<file path="config.mk">
export PLATFORM = sky130hd
export DESIGN_NAME = mcb_write_arbiter
export DESIGN_NICKNAME = d
export VERILOG_FILES = /design/src/rtl/mcb_write_arbiter.sv
export SDC_FILE = /design/constraint.sdc
export NUM_CORES = 1
export LEC_CHECK = 0
export BUFFER_PORTS_ARGS = -buffer_cell sky130_fd_sc_hd__buf_2
export CELL_PAD_IN_SITES_DETAIL_PLACEMENT = 0
export CELL_PAD_IN_SITES_GLOBAL_PLACEMENT = 1
export CORE_ASPECT_RATIO = 1.2
export CORE_MARGIN = 1.5
export CORE_UTILIZATION = 30
export CTS_BUF_LIST = sky130_fd_sc_hd__clkbuf_8
export DETAILED_ROUTE_END_ITERATION = 8
export PLACE_DENSITY_LB_ADDON = 0.2
export SYNTH_ARGS = -nofsm -noshare
export SYNTH_HDL_FRONTEND = slang
export SYNTH_SLANG_ARGS = --single-unit
</file>
<file path="constraint.sdc">
create_clock -name clk -period 3.9 [get_ports clk]
set_clock_uncertainty 0.05 [all_clocks]
set_input_delay 0.39 -clock clk [delete_from_list [all_inputs] [get_ports clk]]
set_output_delay 0.39 -clock clk [all_outputs]
set_load 0.02 [all_outputs]
</file>
<file path="src/rtl/mcb_write_arbiter.sv">
// Round-robin write arbiter sharing one MCB user port between two burst requesters.
// Each grant streams one burst into the write FIFO, then issues its write command.
module mcb_write_arbiter #(
    parameter int BURST_MAX  = 32,
    parameter int ADDR_WIDTH = 30
) (
    input  logic                  clk,
    input  logic                  reset,
    input  logic                  calib_done,
    input  logic                  r0_req,
    input  logic [ADDR_WIDTH-1:0] r0_addr,
    input  logic [5:0]            r0_len,
    input  logic [31:0]           r0_data,
    input  logic                  r0_valid,
    output logic                  r0_ready,
    output logic                  r0_done,
    output logic                  r0_err,
    input  logic                  r1_req,
    input  logic [ADDR_WIDTH-1:0] r1_addr,
    input  logic [5:0]            r1_len,
    input  logic [31:0]           r1_data,
    input  logic                  r1_valid,
    output logic                  r1_ready,
    output logic                  r1_done,
    output logic                  r1_err,
    output logic                  busy,
    output logic                  cmd_en,
    output logic [2:0]            cmd_instr,
    output logic [5:0]            cmd_bl,
    output logic [ADDR_WIDTH-1:0] cmd_byte_addr,
    input  logic                  cmd_full,
    output logic                  wr_en,
    output logic [31:0]           wr_data,
    output logic [3:0]            wr_mask,
    input  logic                  wr_full
);

    typedef enum logic [1:0] {
        IDLE,
        WRDATA,
        CMD,
        DONE
    } state_t;

    localparam logic [6:0] MAX_LEN = 7'(BURST_MAX);
    localparam logic [ADDR_WIDTH-1:0] ALIGN = ~ADDR_WIDTH'(3);

    state_t                state;
    logic                  gnt;
    logic                  last_grant;
    logic                  err;
    logic [5:0]            cnt;
    logic                  sel;
    logic [5:0]            sel_len;
    logic [ADDR_WIDTH-1:0] sel_addr;
    logic                  in_wr;
    logic                  wr_ok;

    // Both requesting: the one not served last wins; otherwise whoever asks.
    always_comb begin
        sel = r1_req;
        if (r0_req && r1_req)
            sel = ~last_grant;
        sel_len  = sel ? r1_len : r0_len;
        sel_addr = sel ? r1_addr : r0_addr;
    end

    always_ff @(posedge clk) begin
        if (reset) begin
            state         <= IDLE;
            gnt           <= 1'b0;
            last_grant    <= 1'b1;
            err           <= 1'b0;
            cnt           <= '0;
            cmd_bl        <= '0;
            cmd_byte_addr <= '0;
        end else begin
            unique case (state)
                IDLE: begin
                    if (calib_done && (r0_req || r1_req)) begin
                        gnt        <= sel;
                        last_grant <= sel;
                        cnt        <= '0;
                        if ({1'b0, sel_len} >= MAX_LEN) begin
                            // Rejected bursts leave the command outputs untouched.
                            err   <= 1'b1;
                            state <= DONE;
                        end else begin
                            err           <= 1'b0;
                            cmd_bl        <= sel_len;
                            cmd_byte_addr <= sel_addr & ALIGN;
                            state         <= WRDATA;
                        end
                    end
                end
                WRDATA: begin
                    if (wr_en) begin
                        if (cnt == cmd_bl)
                            state <= CMD;
                        else
                            cnt <= cnt + 6'd1;
                    end
                end
                CMD: begin
                    if (!cmd_full)
                        state <= DONE;
                end
                DONE: begin
                    state <= IDLE;
                end
                default: state <= IDLE;
            endcase
        end
    end

    assign in_wr = (state == WRDATA);
    assign wr_ok = in_wr && !wr_full;

    assign r0_ready = wr_ok && !gnt;
    assign r1_ready = wr_ok && gnt;
    assign wr_en    = gnt ? (r1_valid && r1_ready) : (r0_valid && r0_ready);
    assign wr_data  = !in_wr ? '0 : (gnt ? r1_data : r0_data);
    assign wr_mask  = 4'b0000;

    assign cmd_en    = (state == CMD) && !cmd_full;
    assign cmd_instr = 3'b000;

    assign busy    = (state != IDLE);
    assign r0_done = (state == DONE) && !gnt;
    assign r1_done = (state == DONE) && gnt;
    assign r0_err  = r0_done && err;
    assign r1_err  = r1_done && err;

endmodule

</file>
==> impl_metrics.py <==
metrics = {
    "setup_path": {
        "slowest_stage": "and3_2",
        "cp-end-kind": "flip-flop",
        "path_delay_family": "simple AND/OR/NAND/NOR gates",
        "regToRegStartpoint": "state[0]$_SDFFE_PP0P_",
        "slowest_delay_ps": 740,
        "cp-startpoint": "state[0]$_SDFFE_PP0P_",
        "reg2regPathDepth": 6,
        "crit_chain": "inv_1, ha_1, and3_2, buf_4, nor2_1, a211oi_2",
        "critical_path_buf_inv_count": 2,
        "critPathKind": "flip-flop to flip-flop",
        "start_kind": "flip-flop",
        "critical_path_peak_fanout": 39,
        "critPathRequiredTime_ps": 4070,
        "cp.depth": 6,
        "critPathArrivalTime_ps": 2520,
    },
    "die": {
        "pin_count": 229,
        "start_util_pct": 30.69,
        "rows": 39,
        "fp.coreArea_mm2": 0.009467,
        "die_area_mm2": 0.01029,
        "chipWidth_um": 92.84,
        "die_h_um": 110.8,
    },
    "timing": {
        "rsz0062_at_grt": "false",
        "fmax_mhz": 424.0,
        "hold_viol_final": 0,
        "slew_violations": 0,
        "tightest_slew_ps": 1062,
        "tns_ps": 0,
        "slew_headroom_pct": 29.21,
        "min_period_ps": 2359,
        "setup_slack_ps": 1541,
        "finalSetupViolCount": 0,
        "period_share_pct": 60.48,
    },
    "power": {
        "power_density_mw_per_mm2": 424.3,
        "ir_worst_vdd_mv": 0.2946,
        "p_leak_uw": 0.001940,
    },
    "synthesis": {
        "synth.distinct_cells": 37,
        "syn-instance-count": 326,
        "syn_area_mm2": 0.002905,
        "ys_seq_area_share_pct": 31.01,
        "ys_ff_latch": 45,
        "ys_warn_count": 0,
        "synth.avg_cell_area_um2": 8.912,
    },
    "global_routing": {
        "gr-usage-met3_pct": 4.252,
        "use_met1_pct": 16.10,
        "antenna_found_initial": 0,
        "grt_pass1_wl_um": 12360,
        "grt_start_max_net_pins": 47,
        "use_met2_pct": 27.20,
        "top_usage_layer": "met2",
        "overflow": 0,
        "grt_pass1_vias": 2652,
        "grtUsageTotal_pct": 14.78,
    },
    "hold_path": {
        "hp-start": "r0_addr[15]",
        "whs_path_depth": 3,
        "hold_path.class": "primary input to flip-flop",
    },
    "drt": {
        "ant_nets": 0,
        "routed_wl_um": 7937,
        "vias": 2998,
        "routedWlPerCell_um": 12.23,
        "dr.pass1.iters": 4,
        "drt_iter0_markers": 64,
        "drc": 0,
        "via_per_inst": 4.619,
    },
    "clocking": {
        "clockBufferDepth": 2,
        "numCtsBuffers": 5,
        "root_buffer": "clkbuf_8",
        "hold_buffers": 0,
        "path_clk_slew_ps": 80,
        "insertion_delay_ps": 300,
        "clock_sinks": 45,
        "htreeDepth": 2,
        "cts_tree": "done",
        "cts.repair.resized": 0,
        "postCtsSetupRepairBufs": 0,
    },
    "final_layout": {
        "drive_above_1_share_pct": 47.72,
        "postLayoutCellArea_mm2": 0.004079,
        "stdcell_count": 649,
        "fillers": 985,
        "antenna_cells": 0,
        "area_growth_pct": 40.40,
        "nets": 675,
        "final_core_util_pct": 43.09,
    },
    "place": {
        "dp_hpwl_um": 6277,
        "gp_congestion": 0.7186,
        "place_area_mm2": 0.003995,
        "dp_slack_ps": 1464,
        "dpl.cell_count": 641,
        "port_buffers": 215,
    },
    "run_status": {
        "status": "completed",
    },
    "flow_run": {
        "cap_violations": 0,
    },
}
## cell type report
class                      instances  area (µm²)  area share [%]
clock inverter                     3       15.01          0.3681
tap                              123       153.9           3.773
timing repair buffer             220        1114           27.30
sequential                        45       902.1           22.12
multi-input combinational        248        1807           44.29
clock buffer                       5       68.82           1.687
inverter                           5       18.77          0.4601
## registers in the layout, indices dropped and copies added, names as in the netlist
signal	cells
state	2
last_grant	1
gnt	1
cnt	6
cmd_byte_addr	28
err	1
cmd_bl	6
## kinds of logic after synthesis
group / Yosys count / share of synthesized area, %
AND/OR/NAND/NOR: 100 / 15.12
XOR/XNOR: 6 / 1.809
multiplexers: 67 / 23.08
flip-flops: 45 / 31.01
AO/OA/AOI/OAI: 61 / 18.56
buffers and inverters: 41 / 8.139
adder cells (fa/ha/maj): 5 / 2.153
other: 1 / 0.1291
## cells in the final DEF, fill, tap and decap left out, types with 3 or more instances in the layout
cell      netlist  final
nor2_1         71     71
a211oi_1       17     17
nand2b_1        3      3
conb_1          1      9
mux2i_1        67     67
dfxtp_1        45     44
nand2_1         7      7
nand3_1         4      4
a211oi_2       18     18
a311oi_1        4      4
clkbuf_8        0      5
inv_1           4      6
buf_2          12    215
xnor2_1         6      6
buf_4          10      5
ha_1            5      5
a21oi_1         7      7
o21ai_0         6      6
and2_1          3      3
## per-stage QoR
stage,hold slack [ps],power (µW)
after floorplan,408.0,1206
after global placement,434.4,1468
after detailed placement,439.3,1474
after CTS,358.2,1764
after global routing,376.0,1861
final,374.4,1731
## worst paths after layout
path / end / slack (ps)
min: cmd_byte_addr[15]$_SDFFE_PP0P_ / 370
max reg2reg: cmd_byte_addr[26]$_SDFFE_PP0P_ / 1540
min reg2reg: cmd_byte_addr[9]$_SDFFE_PP0P_ / 450
max: cmd_byte_addr[26]$_SDFFE_PP0P_ / 1540
## Yosys cell counts
master	instances	area share, %
clkinv_1	1	0.13
nor3_2	1	0.34
mux2i_1	67	23
a211oi_1	17	4.4
nand2b_1	3	0.65
buf_2	12	2.1
nor2_1	71	9.2
and2_1	3	0.65
dfxtp_1	45	31
a211oi_2	18	7.8
nor3_1	1	0.17
clkbuf_1	8	1.0
nor2b_1	2	0.43
o31a_1	1	0.30
o21a_1	1	0.26
nand3b_1	2	0.52
nand3_1	4	0.69
buf_4	10	2.6
a311oi_1	4	1.2
nand4b_1	1	0.30
buf_1	2	0.26
xnor2_1	6	1.8
buf_6	4	1.6
inv_1	4	0.52
ha_1	5	2.2
nand4_1	1	0.22
a41oi_1	2	0.60
nand2_1	7	0.90
a21boi_2	2	0.78
conb_1	1	0.13
a221oi_2	1	0.52
a21oi_1	7	1.2
and3_1	3	0.65
nor3b_2	1	0.43
a31oi_1	1	0.22
o21ai_0	6	1.0
a211o_1	1	0.30
## per-layer routing
layer | up-vias | share of wire (%)
met2 | 151 | 50
met5 | - | 0
met1 | 1301 | 39
li1 | 1539 | -
met3 | 7 | 10
met4 | 0 | 1.2
## power breakdown
group | leakage [µW] | total [µW] | internal [µW] | switching (µW)
Combinational | 0.00153 | 883 | 333 | 550
Sequential | 0.000368 | 570 | 528 | 41.6
Clock | 0.0000467 | 278 | 122 | 156
Total | 0.00194 | 1730 | 983 | 748
## worst register-to-register path, stage by stage (launching register included)
cell and delay [ps]:
dfxtp_1 340, inv_1 90, ha_1 400, and3_2 740, buf_4 390, nor2_1 80, a211oi_2 190
No activity file was read; power rests on OpenSTA's default activity.
